**src/rtl/note_display_pkg.sv**
```systemverilog
// Shared definitions for the note-display path: block ROM word layout,
// sequencer states and the fixed song table.
package note_display_pkg;

  localparam int unsigned ADDR_W    = 9;
  localparam int unsigned SIZE_W    = 3;
  localparam int unsigned IDX_W     = 6;
  localparam int unsigned WORD_W    = 15;
  localparam int unsigned SONG_W    = 2;
  localparam int unsigned NUM_ENTRY = 4;

  // Block ROM word: {start_addr[8:0], prev_size[2:0], curr_size[2:0]}
  localparam int unsigned START_MSB = 14;
  localparam int unsigned START_LSB = 6;
  localparam int unsigned PREV_MSB  = 5;
  localparam int unsigned PREV_LSB  = 3;
  localparam int unsigned CURR_MSB  = 2;
  localparam int unsigned CURR_LSB  = 0;

  typedef enum logic [2:0] {
    IDLE  = 3'd0,
    FETCH = 3'd1,
    LOAD  = 3'd2,
    PLAY  = 3'd3,
    DONE  = 3'd4
  } state_e;

  localparam logic [ADDR_W-1:0] SONG_BASE  [NUM_ENTRY] = '{9'd0, 9'd16, 9'd48, 9'd64};
  localparam logic [IDX_W-1:0]  SONG_COUNT [NUM_ENTRY] = '{6'd16, 6'd32, 6'd16, 6'd32};

  function automatic logic [ADDR_W-1:0] song_base(input logic [SONG_W-1:0] sel);
    case (sel)
      2'd0:    return SONG_BASE[0];
      2'd1:    return SONG_BASE[1];
      2'd2:    return SONG_BASE[2];
      default: return SONG_BASE[3];
    endcase
  endfunction

  function automatic logic [IDX_W-1:0] song_count(input logic [SONG_W-1:0] sel);
    case (sel)
      2'd0:    return SONG_COUNT[0];
      2'd1:    return SONG_COUNT[1];
      2'd2:    return SONG_COUNT[2];
      default: return SONG_COUNT[3];
    endcase
  endfunction

endpackage

```
**src/rtl/note_block_sequencer.sv**
```systemverilog
// Walks a song's blocks through the block ROM and steps note addresses on
// tempo ticks; all outputs are registered from the next-state values.
module note_block_sequencer
  import note_display_pkg::*;
#(
  parameter bit          LOOP      = 1'b0,
  parameter int unsigned NUM_SONGS = 4
) (
  input  logic              clk,
  input  logic              rst,
  input  logic              start,
  input  logic [SONG_W-1:0] song_sel,
  input  logic              advance,
  output logic [ADDR_W-1:0] block_addr,
  input  logic [WORD_W-1:0] block_dout,
  output logic [ADDR_W-1:0] note_addr,
  output logic              note_valid,
  output logic [SIZE_W-1:0] curr_size,
  output logic [SIZE_W-1:0] prev_size,
  output logic [IDX_W-1:0]  block_idx,
  output logic              busy,
  output logic              song_done
);

  state_e              state_q, state_d;
  logic [SONG_W-1:0]   song_q, song_d;
  logic [ADDR_W-1:0]   block_addr_q, block_addr_d;
  logic [IDX_W-1:0]    block_idx_q, block_idx_d;
  logic [ADDR_W-1:0]   start_addr_q, start_addr_d;
  logic [SIZE_W-1:0]   offset_q, offset_d;
  logic [SIZE_W-1:0]   curr_size_q, curr_size_d;
  logic [SIZE_W-1:0]   prev_size_q, prev_size_d;
  logic [ADDR_W-1:0]   note_addr_q, note_addr_d;
  logic                note_valid_q, note_valid_d;
  logic                busy_q, busy_d;
  logic                song_done_q, song_done_d;
  logic                end_of_block;
  logic                start_ok;

  // Out-of-table song indices are ignored when the table is shrunk.
  assign start_ok = start && (32'(song_sel) < NUM_SONGS);

  always_ff @(posedge clk or posedge rst) begin
    if (rst) begin
      state_q      <= IDLE;
      song_q       <= '0;
      block_addr_q <= '0;
      block_idx_q  <= '0;
      start_addr_q <= '0;
      offset_q     <= '0;
      curr_size_q  <= '0;
      prev_size_q  <= '0;
      note_addr_q  <= '0;
      note_valid_q <= 1'b0;
      busy_q       <= 1'b0;
      song_done_q  <= 1'b0;
    end else begin
      state_q      <= state_d;
      song_q       <= song_d;
      block_addr_q <= block_addr_d;
      block_idx_q  <= block_idx_d;
      start_addr_q <= start_addr_d;
      offset_q     <= offset_d;
      curr_size_q  <= curr_size_d;
      prev_size_q  <= prev_size_d;
      note_addr_q  <= note_addr_d;
      note_valid_q <= note_valid_d;
      busy_q       <= busy_d;
      song_done_q  <= song_done_d;
    end
  end

  always_comb begin
    state_d      = state_q;
    song_d       = song_q;
    block_addr_d = block_addr_q;
    block_idx_d  = block_idx_q;
    start_addr_d = start_addr_q;
    offset_d     = offset_q;
    curr_size_d  = curr_size_q;
    prev_size_d  = prev_size_q;
    end_of_block = 1'b0;

    case (state_q)
      IDLE:  ;
      FETCH: state_d = LOAD;
      LOAD: begin
        start_addr_d = block_dout[START_MSB:START_LSB];
        prev_size_d  = block_dout[PREV_MSB:PREV_LSB];
        curr_size_d  = block_dout[CURR_MSB:CURR_LSB];
        offset_d     = '0;
        // An empty block contributes no notes and moves straight on.
        if (block_dout[CURR_MSB:CURR_LSB] == '0) end_of_block = 1'b1;
        else                                     state_d      = PLAY;
      end
      PLAY: begin
        if (advance) begin
          if (offset_q == curr_size_q - SIZE_W'(1)) end_of_block = 1'b1;
          else                                      offset_d     = offset_q + SIZE_W'(1);
        end
      end
      DONE:    state_d = IDLE;
      default: state_d = IDLE;
    endcase

    if (end_of_block) begin
      if (block_idx_q < song_count(song_q) - IDX_W'(1)) begin
        block_addr_d = block_addr_q + ADDR_W'(1);
        block_idx_d  = block_idx_q + IDX_W'(1);
        state_d      = FETCH;
      end else if (LOOP) begin
        block_addr_d = song_base(song_q);
        block_idx_d  = '0;
        state_d      = FETCH;
      end else begin
        state_d = DONE;
      end
    end

    // Restart wins over everything, including a pending DONE.
    if (start_ok) begin
      song_d       = song_sel;
      block_addr_d = song_base(song_sel);
      block_idx_d  = '0;
      state_d      = FETCH;
    end
  end

  always_comb begin
    note_valid_d = (state_d == PLAY);
    busy_d       = (state_d != IDLE);
    song_done_d  = (state_d == DONE);
    note_addr_d  = start_addr_d + ADDR_W'(offset_d);
  end

  assign block_addr = block_addr_q;
  assign note_addr  = note_addr_q;
  assign note_valid = note_valid_q;
  assign curr_size  = curr_size_q;
  assign prev_size  = prev_size_q;
  assign block_idx  = block_idx_q;
  assign busy       = busy_q;
  assign song_done  = song_done_q;

endmodule

```
**config.mk**
```make
export PLATFORM = sky130hd
export DESIGN_NAME = note_block_sequencer
export DESIGN_NICKNAME = d
export VERILOG_FILES = /design/src/rtl/note_display_pkg.sv /design/src/rtl/note_block_sequencer.sv
export SDC_FILE = /design/constraint.sdc
export NUM_CORES = 1
export LEC_CHECK = 0
export BUFFER_PORTS_ARGS = -buffer_cell sky130_fd_sc_hd__clkbuf_2
export CAP_MARGIN = 20
export CORE_MARGIN = 2
export CORE_UTILIZATION = 55
export DETAILED_ROUTE_END_ITERATION = 8
export PLACE_DENSITY_LB_ADDON = 0.2
export RECOVER_POWER = 100
export SYNTH_ARGS = -nofsm -noshare
export SYNTH_HDL_FRONTEND = slang
export SYNTH_SLANG_ARGS = --single-unit
```
**constraint.sdc**
```tcl
create_clock -name clk -period 5.8 [get_ports clk]
set_input_delay 0.29 -clock clk [delete_from_list [all_inputs] [get_ports clk]]
set_output_delay 0.29 -clock clk [all_outputs]
set_load 0.02 [all_outputs]
```
# Yosys cells after proc, flatten, opt, wreduce, memory -nomap -nowiden
# Cells that the tools add are included.
# totals
elab_cells,60
input_bits,21
register_bits,50
# op_classes
n_mux,22
n_eq_ne,9
order_cmp,1
addsub,6
reduce_logical,10
# op_table
operator,count
9-bit two-way mux,4
6-bit two-way mux,5
7-bit one-hot mux with 3 select lines,1
3-bit two-way mux,6
9-bit by 1-bit adder with 9-bit output (second input constant),1
9-bit by 3-bit adder with 9-bit output,1
3-bit by 2-bit equality test with 1-bit output (second input constant),3
3-bit one-hot mux with 3 select lines,1
6-bit by 1-bit adder with 6-bit output (second input constant),1
3-bit logical NOT,2
6-bit < comparator,1
3-bit one-hot mux with 2 select lines,1
6-bit by 1-bit subtractor with 6-bit output (second input constant),1
2-bit equality test (second input constant),2
2-bit logical NOT,2
2-bit nonzero test,2
2-bit OR reduction,2
3-bit by 1-bit adder with 3-bit output (second input constant),1
3-bit by 1-bit equality test with 1-bit output (second input constant),1
3-bit equality test,1
3-bit equality test (second input constant),1
1-bit two-way mux,3
3-bit nonzero test,1
3-bit by 1-bit subtractor with 3-bit output (second input constant),1
3 further kinds,3

# Depth between registers and ports, before layout
# Gate-level depths: netlist (run 1).
# logic_depth
depth_word,12
ltp_mapped,14

# Worst setup path before layout (run 1)
# OpenSTA, ideal clock, no wires.
# synth_path
path_kind,register -> register
start,"register curr_size_q[0], in the netlist curr_size[0]"
end,"register note_addr_q[8], in the netlist note_addr[8]"
slack_ns,2.609
arrival_ns,3.069
path_stages_with_launch,15
path_buffers,0
setup_ns,0.123
path_cell_list,dfrtp_1 -> inv_1 -> ha_1 -> xnor2_1 -> o31ai_1 -> or4b_2 -> nand3_1 -> ha_1 -> inv_1 -> fa_1 -> inv_1 -> a21oi_1 -> nor3_1 -> nand2_1 -> xnor2_1
# synth_via
elab_chain_cells,6
# synth_rtl
element,line_no,text
start: declaration,note_block_sequencer.sv:31,"logic [SIZE_W-1:0] curr_size_q, curr_size_d;"
start signal: assignment,note_block_sequencer.sv:64,curr_size_q <= curr_size_d;
3-bit by 1-bit subtractor with 3-bit output,note_block_sequencer.sv:98,if (offset_q == curr_size_q - SIZE_W'(1)) end_of_block = 1'b1;
3-bit equality test,note_block_sequencer.sv:98,
3-bit two-way mux,note_block_sequencer.sv:98,
3-bit two-way mux,note_block_sequencer.sv:97,if (advance) begin
3-bit one-hot mux with 2 select lines,note_block_sequencer.sv:84,case (state_q)
net offset_d[0],note_block_sequencer.sv:30,"logic [SIZE_W-1:0] offset_q, offset_d;"
9-bit by 3-bit adder with 9-bit output,note_block_sequencer.sv:133,note_addr_d = start_addr_d + ADDR_W'(offset_d);
net note_addr_d[8],note_block_sequencer.sv:33,"logic [ADDR_W-1:0] note_addr_q, note_addr_d;"
end signal: assignment,note_block_sequencer.sv:66,note_addr_q <= note_addr_d;
end: declaration,note_block_sequencer.sv:33,
# The timed path passes the listed nets, and every way through them passes these cells.
# A chain may end at the register's enable or synchronous reset.

# Final worst setup path (run 1)
# layout_path
start,"register curr_size_q[0], in the netlist curr_size[0]"
end,"register block_addr_q[8], in the netlist block_addr[8]"
# layout_via
elab_chain_cells,7
# layout_rtl
element,line_no,text
3-bit by 1-bit subtractor with 3-bit output,note_block_sequencer.sv:98,
3-bit equality test,note_block_sequencer.sv:98,
1-bit two-way mux,note_block_sequencer.sv:98,
1-bit two-way mux,note_block_sequencer.sv:97,
1-bit one-hot mux with 2 select lines,note_block_sequencer.sv:84,
2-bit nonzero test (no line),n/a,
2-bit AND reduction (no line),n/a,
end signal: assignment,note_block_sequencer.sv:60,block_addr_q <= block_addr_d;
end: declaration,note_block_sequencer.sv:27,"logic [ADDR_W-1:0] block_addr_q, block_addr_d;"
# Every way passes these cells.

==> out/metrics.cfg, run 1 <==
[drt]
wl_met1_um = 1960
dr.pass1.iters = 4
top_layer_used = met4
wl_met2_um = 1980
vias = 1700
routedWlPerCell_um = 13.1
route.detailed.drc = 0
ant_nets = 0
vias_per_cell = 5.31
drt-total-wl_um = 4180
drt_iter0_markers = 132
met3_length_um = 179

[finish]
diodes = 0
drive_gt1_frac = 0.119
layout_commonest_cell = dfrtp_1
area_delta_synth_final_pct = 14.0
final_cell_mix = dfrtp_1 (49), clkbuf_1 (38), clkbuf_2 (20)
final_nets = 301

[power]
p_int_uw = 645
pwr-share-comb = 0.352
p_sw_frac = 0.362
pwr-share-seq = 0.461
ir_drop_uv = 208
p_leak_uw = 0.00119
power_density_mw_per_mm2 = 380
clkPwrFrac = 0.188
p_sw_uw = 366
power_uw = 1010

[clocking]
ctsLongestPathBuffers = 2
holdBufCountCts = 0
cts_inserted_buffers = 5
htree_num_levels = 2
cts_sinks = 49
clk_latency_ns = 0.30
post_cts_resize_count = 0
clockRootBuffer = clkbuf_8
path_clk_slew_ns = 0.08
cts_setup_buffers = 0
cts_tree = yes

[global_routing]
grt_max_degree = 50
grt_overflow_total = 0
first_global_vias = 1642
track_usage = 0.192
antenna_found_initial = 0
grt_pass1_wl_um = 7410

[synth]
ys_async_sr_fraction = 1.00
synth_fp_nets = 245
synth_area_sq_mm = 0.00234
synth_xor_area_frac = 0.0551
avgSynthCellArea_sq_um = 11.0
syn_inst = 213
ys.warnings.count = 0
synth_top_family_by_area = simple AND/OR/NAND/NOR gates
synth_compound_area_frac = 0.0985
ys.flop_type = dfrtp_1
synth-edff-count = 0
ys_types = 38
synth.area.mux_share = 0.0680
synth_seq_area_share = 0.525
synthAdderAreaFrac = 0.0621
synth-simple-area-share = 0.146
synth_seq_cells = 49

[status]
violations = max-capacitance violations, max-slew violations
status = complete, but fails checks

[worst_setup_path]
cp_slowest_cell = o211ai_1
crit_path_cell_trace = inv_1 -> ha_1 -> xor3_1 -> nor4_1 -> o211ai_1 -> or4_1 -> a21oi_1
startpoint_type = register
arrival_ns = 3.50
cp-end-kind = register
worst-path-buf-inv = 1
path_max_fanout = 23
cp_top_family = simple AND/OR/NAND/NOR gates
rrSetupSlack_ns = 2.53
slowest_delay_ns = 0.78
worstPathRequired_ns = 6.02
timing_worst_setup_path_type = register to register

[timing]
final_max_slew_viol_count = 68
maxSlewHeadroom = -0.444
hold_viol_final = 0
finalCritPeriodShare = 0.564
setup_viol = 0
fin_skew_ns = 0.00425
period_minus_slack_ns = 3.27
rsz0062_at_grt = no
fmax_mhz = 306
setup-tns-final_ns = 0
finalWorstSetupSlack_ns = 2.53
worst_pin_slew_ns = 2.17

[place]
place.gp.congestion = 0.757
port_buffers = 53
pre_cts_ws_ns = 2.48
dp_hpwl_um = 3020

[die]
start_util = 0.576
core_sq_mm = 0.00406
fp.dieW_um = 69.2
die_area_sq_mm = 0.00479
fp.dieH_um = 69.2
io_pins = 54
num_rows = 23

[flow_run]
drv_cap = 2

[worst_hold_path]
hold_class = primary input to register

==> flip-flops by register name, summed over array words and instances, names as in the netlist <==
register	flops
block_addr	9
block_idx	6
busy	1
curr_size	3
note_addr	9
note_valid	1
offset_q	3
prev_size	3
song_done	1
song_q	1
start_addr_q	9
state_q	3
==> worst register-to-register path: cells and delay by family, from the launching register on <==
kind                       cells  cell delay [ns]
AOI/OAI and AO/OA              2             0.93
xor gates and xnor gates       1             0.23
adders and majority gates      1             0.16
buffers and inverters          1             0.08
DFF                            1             0.41
and+or+nand+nor                2             1.38
==> power by group through the flow <==
stage	clock [uW]	sequential (uW)	combinational, uW
6_report	190	466	356
5_1_grt	209	477	399
4_1_cts	197	468	389
3_5_place_dp	0	475	388
3_3_place_gp	0	472	381
2_1_floorplan	0	530	228
==> final timing paths <==
path | startpoint | endpoint | cells after the start
max | curr_size[0] | block_addr[8] | 7
min | block_dout[4] | prev_size[1] | 2
max reg2reg | curr_size[0] | block_addr[8] | 7
min reg2reg | start_addr_q[8] | start_addr_q[8] | 1
max in group asynchronous | rst | offset_q[1] | 4
min in group asynchronous | rst | start_addr_q[7] | 3
==> layout make-up <==
class | instances | area [sq um]
fill | 374 | 1390
sequential | 49 | 1230
multi-input combinational | 138 | 983
timing repair buffer | 56 | 241
clock buffer | 8 | 80.1
inverter | 19 | 71.3
tap | 50 | 62.6
==> Yosys cell counts (all sizes together), types with 3 or more instances <==
| library cell | n | area share |
|---|---|---|
| clkbuf | 4 | 0.0064 |
| ha | 10 | 0.054 |
| mux2 | 7 | 0.034 |
| o21ai | 12 | 0.026 |
| mux2i | 8 | 0.034 |
| nor4 | 4 | 0.017 |
| dfrtp | 49 | 0.52 |
| o21a | 3 | 0.0096 |
| or3 | 7 | 0.019 |
| nor3 | 4 | 0.0086 |
| a21oi | 10 | 0.021 |
| nor2 | 14 | 0.022 |
| buf | 3 | 0.0091 |
| nand3 | 9 | 0.019 |
| xor2 | 3 | 0.011 |
| inv | 19 | 0.031 |
| nor3b | 3 | 0.0096 |
| o31ai | 3 | 0.0096 |
| nand2 | 11 | 0.018 |
| nand4 | 3 | 0.0080 |
| xnor2 | 9 | 0.034 |
==> per-stage QoR <==
| stage | util | hold slack, ns | std cells | area, sq um |
|---|---|---|---|---|
| 2_1_floorplan | - | 0.407 | 213 | 2340 |
| 3_3_place_gp | 0.651 | 0.488 | 310 | 2640 |
| 3_5_place_dp | 0.651 | 0.495 | 310 | 2640 |
| 4_1_cts | 0.671 | 0.210 | 318 | 2720 |
| 5_1_grt | 0.657 | 0.212 | 320 | 2670 |
| 6_report | 0.657 | 0.220 | 320 | 2670 |
==> cell families (layout without fill, tap and decap cells) <==
logic type	Yosys count	count (layout)
simple gates	63	63
flops	49	49
compound gates	36	36
buf+inv	26	83
mux	15	15
xor+xnor	13	13
fa+ha+maj	11	11
==> per-layer routing <==
layer | up-vias | global-route usage
met2 | 38 | 0.300
met4 | 0 | 0.0719
met1 | 806 | 0.257
li1 | 850 | -
met3 | 6 | 0.0523
met5 | - | 0
Note: power is estimated with default switching activity, not from simulation.
==> run 2, diff against run 1 <==
--- a/config.mk
+++ b/config.mk
@@ -8,7 +8,7 @@
 export BUFFER_PORTS_ARGS = -buffer_cell sky130_fd_sc_hd__clkbuf_2
 export CAP_MARGIN = 20
 export CORE_MARGIN = 2
-export CORE_UTILIZATION = 55
+export CORE_UTILIZATION = 53
 export DETAILED_ROUTE_END_ITERATION = 8
 export PLACE_DENSITY_LB_ADDON = 0.2
 export RECOVER_POWER = 100
==> constraint.sdc (replaced) <==
create_clock -name clk -period 3.3 [get_ports clk]
set_input_delay 0.165 -clock clk [delete_from_list [all_inputs] [get_ports clk]]
set_output_delay 0.165 -clock clk [all_outputs]
set_load 0.02 [all_outputs]
==> run 2 against run 1 <==
Against the previous run: the run still ends with max-capacitance violations, max-slew violations left; routed wire length up 5.4%; hold slack worse by 0.13 ns; setup slack lost 2.4 ns; register-to-register slack lost 2.4 ns; largest cell class unchanged; highest routed layer unchanged.
==> out/metrics.cfg, run 2 (synthesis results as in run 1) <==
[place]
dp_hpwl_um = 3190
port_buffers = 53
placed_cells = 314
place.gp.congestion = 0.822

[clocking]
cts_sinks = 49
ctsLongestPathBuffers = 2
cts_tree = yes
htree_num_levels = 2
path_clk_slew_ns = 0.09
cts_inserted_buffers = 5
clk_latency_ns = 0.30
clockRootBuffer = clkbuf_8

[timing]
setup_viol = 0
final_max_slew_viol_count = 46
period_minus_slack_ns = 3.14
finalCritPeriodShare = 0.953
hold_viol_final = 0
setup-tns-final_ns = 0
worst_pin_slew_ns = 2.04
fin_skew_ns = 0.00475
maxSlewHeadroom = -0.361
fmax_mhz = 318

[worst_setup_path]
cp_slowest_cell = or4b_2
cp-end-kind = register
slowest_delay_ns = 0.61
critPathMostFrequentCell = inv_1
timing_worst_setup_path_type = register to register
path_max_fanout = 3
crit_path_cell_trace = inv_1 -> ha_1 -> xnor2_2 -> o31ai_1 -> or4b_2 -> nand3_1 -> ha_1 -> inv_1 -> fa_1 -> inv_1 -> a21oi_1 -> nor3_1 -> nand2_1 -> xnor2_1
arrival_ns = 3.34
worstPathRequired_ns = 3.50
startpoint_type = register

[global_routing]
antenna_found_initial = 0
grt_max_degree = 50
track_usage = 0.191
first_global_vias = 1651
grt_overflow_total = 0
grt_pass1_wl_um = 7400

[flow_run]
drv_cap = 1

[finish]
layout_commonest_cell = dfrtp_1
fillerInstances = 368
drive_gt1_frac = 0.151
diodes = 0
area_delta_synth_final_pct = 17.2
fin_util = 0.638
final_cell_mix = dfrtp_1 (49), clkbuf_1 (34), clkbuf_2 (20)
final_nets = 304
final_cells = 324

[power]
ir_drop_uv = 380
p_leak_uw = 0.00123
power_density_mw_per_mm2 = 692

[status]
violations = max-capacitance violations, max-slew violations
status = complete, but fails checks

[die]
fp.dieW_um = 70.4
io_pins = 54
core_sq_mm = 0.00429
die_area_sq_mm = 0.00496
fp.dieH_um = 70.4
num_rows = 24
start_util = 0.544

[drt]
dr.pass1.iters = 4
ant_nets = 0
routedWlPerCell_um = 13.6
drt-total-wl_um = 4410
drt_iter0_markers = 127
vias = 1725
route.detailed.drc = 0
vias_per_cell = 5.32

[worst_hold_path]
hold_class = primary input to register

==> run 2: changes by cell type in the layout (fill, tap and decap cells not counted), sizes merged <==
| cell | previous run | this run |
|---|---|---|
| clkdlybuf4s25 | 0 | 1 |
| clkbuf | 63 | 60 |
| buf | 0 | 4 |
==> run 2: routing by layer <==
layer	part of all wire	GRT usage
met1	0.45	0.250
met2	0.48	0.302
met3	0.050	0.0548
met4	0.019	0.0748
met5	0	0
==> run 2: worst max-delay path, delay by kind of cell, from the launching register on <==
family | cells | cell delay, ns
compound gates | 2 | 0.22
xor+xnor | 2 | 0.32
fa+ha+maj | 3 | 0.92
buf+inv | 3 | 0.20
flops | 1 | 0.39
simple gates | 4 | 1.00
==> run 2: final timing paths <==
check / startpoint / end / slack (ns) / depth (start not counted)
min: block_dout[0] / curr_size[0] / 0.09 / 3
max in group asynchronous: rst / block_addr[0] / 0.63 / 4
max reg2reg: curr_size[0] / note_addr[8] / 0.16 / 14
min reg2reg: start_addr_q[2] / start_addr_q[2] / 0.51 / 1
max: curr_size[0] / note_addr[8] / 0.16 / 14
min in group asynchronous: rst / note_addr[2] / 0.31 / 3
==> run 2: per-stage QoR <==
stage	total power (uW)	setup WS [ns]	area (sq um)	hold WS, ns
floorplan	1330	0.109	2340	0.282
global placement	1510	0.219	2660	0.399
detailed placement	1540	0.0862	2660	0.402
CTS	1900	0.0508	2750	0.0847
global route	2030	-0.0107	2740	0.0827
finish	1900	0.157	2740	0.0904
==> run 2: power breakdown <==
group	internal (uW)	switching [uW]	leakage (uW)
clock network	167	189	0.0000443
registers	746	77.2	0.000610
logic	280	437	0.000574
total	1190	703	0.00123
==> run 2: layout make-up <==
cell class	instances	area, sq um	share of cell area
inverter	19	71.3	0.0260
timing repair buffer	59	274	0.100
tap	52	65.1	0.0237
multi-input combinational	138	1020	0.371
sequential	49	1230	0.447
clock buffer	7	86.3	0.0315
==> run 2: timing repair <==
action,CTS,global route
resized for setup,0,2
endpoints found under the hold margin,0,11
endpoints found under the setup margin,0,2
buffers inserted,0,1
hold buffers,0,1
==> run 3, diff against run 2 <==
--- a/config.mk
+++ b/config.mk
@@ -7,7 +7,7 @@
 export LEC_CHECK = 0
 export BUFFER_PORTS_ARGS = -buffer_cell sky130_fd_sc_hd__clkbuf_2
 export CAP_MARGIN = 20
-export CORE_MARGIN = 2
+export CORE_MARGIN = 1
 export CORE_UTILIZATION = 53
 export DETAILED_ROUTE_END_ITERATION = 8
 export PLACE_DENSITY_LB_ADDON = 0.2
==> constraint.sdc (replaced) <==
create_clock -name clk -period 3.35 [get_ports clk]
set_input_delay 0.1675 -clock clk [delete_from_list [all_inputs] [get_ports clk]]
set_output_delay 0.1675 -clock clk [all_outputs]
set_load 0.02 [all_outputs]
==> run 3 against run 2 <==
Against the previous run: the run still ends with max-capacitance violations, max-slew violations left; global-route usage grew 2.1 points; design area fell by 1.6%; hold slack better by 0.0015 ns; largest power group unchanged; register-to-register slack gained 0.13 ns; core utilization rose by 1.7 points; clock skew is 0.0021 ns lower; critical endpoint is now note_addr[6]; critical path type unchanged; maximum frequency increased by 2.5%; largest cell class unchanged; via count decreased by 0.70%; routed wire length fell by 2.2%.
==> out/metrics.cfg, run 3 (synthesis results as in run 1) <==
[status]
status = complete, but fails checks
violations = max-capacitance violations, max-slew violations

[worst_setup_path]
cp_slowest_cell = or4b_2
r2r_end = note_addr[6]
cp_top_family = simple AND/OR/NAND/NOR gates
cp-end-kind = register
reg2reg_depth = 13
worstPathRequired_ns = 3.57
timing_worst_setup_path_type = register to register
crit_path_cell_trace = inv_1 -> ha_1 -> xnor2_1 -> o31ai_1 -> or4b_2 -> nand3_1 -> ha_1 -> inv_1 -> fa_1 -> inv_1 -> a21oi_1 -> nor4_1 -> xnor2_1
slowest_delay_ns = 0.60
reg2reg_from = curr_size[0]
arrival_ns = 3.29
startpoint_type = register
critPathMostFrequentCell = inv_1
path_max_fanout = 3
cp.depth = 13
rrSetupSlack_ns = 0.28
worst-path-buf-inv = 3

[place]
dpl_cell_area_sq_mm = 0.00266
dp_hpwl_um = 3090
port_buffers = 53
place.gp.congestion = 0.767

[global_routing]
met1_usage = 0.274
grt_max_degree = 50
top_usage_layer = met2
use_met3 = 0.0717
first_global_vias = 1564
grt_pass1_wl_um = 7110
grt_overflow_total = 0
antenna_found_initial = 0
track_usage = 0.213
grt_use_met2 = 0.326

[timing]
setup-tns-final_ns = 0
finalCritPeriodShare = 0.915
fin_skew_ns = 0.00270
fmax_mhz = 326
worst_pin_slew_ns = 2.39
final_max_slew_viol_count = 47
setup_viol = 0
period_minus_slack_ns = 3.07
rsz0062_at_grt = no
maxSlewHeadroom = -0.594
hold_viol_final = 0

[finish]
design_area_sq_mm = 0.00270
multi_input_area_sq_um = 993
layout_commonest_cell = dfrtp_1
fillerInstances = 362
diodes = 0
final_nets = 303
drive_gt1_frac = 0.140
final_cell_mix = dfrtp_1 (49), clkbuf_1 (36), clkbuf_2 (20)
register_area_sq_mm = 0.00123
area_delta_synth_final_pct = 15.4

[drt]
drt-total-wl_um = 4320
ant_nets = 0
drt_iter0_markers = 82
vias_per_cell = 5.34
route.detailed.drc = 0
routedWlPerCell_um = 13.4
vias = 1713
dr.pass1.iters = 4

[die]
num_rows = 23
start_util = 0.568
io_pins = 54
fp.dieH_um = 68.4
fp.dieW_um = 68.4
die_area_sq_mm = 0.00468
core_sq_mm = 0.00412

[power]
pwr-share-comb = 0.355
p_sw_uw = 651
p_int_uw = 1140
clkPwrFrac = 0.193
ir_drop_uv = 389
p_sw_frac = 0.364
power_density_mw_per_mm2 = 664
pwr-share-seq = 0.452
p_leak_uw = 0.00121

[clocking]
clockRootBuffer = clkbuf_8
ctsLongestPathBuffers = 2
htree_num_levels = 2
cts_tree = yes
cts_inserted_buffers = 5
cts_sinks = 49
path_clk_slew_ns = 0.08
clk_latency_ns = 0.30

[worst_hold_path]
min-delay-start = block_dout[1]
hold-path-endpoint = curr_size[1]
whs_path_depth = 3
hold_class = primary input to register

[flow_run]
drv_cap = 1

[run 3: cell type report]
cell class                 instances  share of cell area
clock buffer                       7              0.0320
tap                               50              0.0232
inverter                          19              0.0265
multi-input combinational        138               0.368
timing repair buffer              58              0.0951
sequential                        49               0.455
[run 3: what timing repair did]
item                                   in CTS  in global routing
setup buffers                               0                  0
gates resized for setup                     0                  2
hold buffers                                0                  1
endpoints found under the hold margin       0                 49
setup endpoints to repair                   0                  2
[run 3: per-layer routing]
layer	part of all wire	vias up
met2	0.46	44
met5	0	-
met1	0.47	808
met4	0.012	0
li1	-	856
met3	0.053	5
[run 3: power by group through the flow]
stage | Clock, uW | Sequential [uW] | Combinational (uW)
after floorplan | 0 | 917 | 394
after global placement | 0 | 816 | 679
after detailed placement | 0 | 822 | 688
after CTS | 361 | 812 | 693
after global routing | 381 | 828 | 725
final | 345 | 809 | 635
[run 3: worst max-delay path by stage]
stage	endpoint	slack, ns	from
floorplan	note_addr[8]	0.16	curr_size[0]
global placement	note_addr[8]	0.27	curr_size[0]
global route	curr_size[0]	0.04	rst
finish	note_addr[6]	0.28	curr_size[0]
detailed placement	note_addr[8]	0.17	curr_size[0]
CTS	note_addr[8]	0.14	curr_size[0]
[run 3: worst min-delay path, cell delays in order]
cell,delay [ns]
clkbuf_2,0.09
nand2_1,0.04
o21ai_0,0.06
[run 3: metrics by stage]
| step | hold slack [ns] | cells | total power [uW] | util | setup WS [ns] |
|---|---|---|---|---|---|
| final | 0.0919 | 321 | 1790 | 0.655 | 0.284 |
| after global routing | 0.0930 | 321 | 1930 | 0.655 | 0.0401 |
| after CTS | 0.0833 | 319 | 1870 | 0.666 | 0.140 |
| after detailed placement | 0.403 | 312 | 1510 | 0.645 | 0.174 |
| after global placement | 0.400 | 312 | 1490 | 0.645 | 0.272 |
| after floorplan | 0.284 | 213 | 1310 | - | 0.159 |
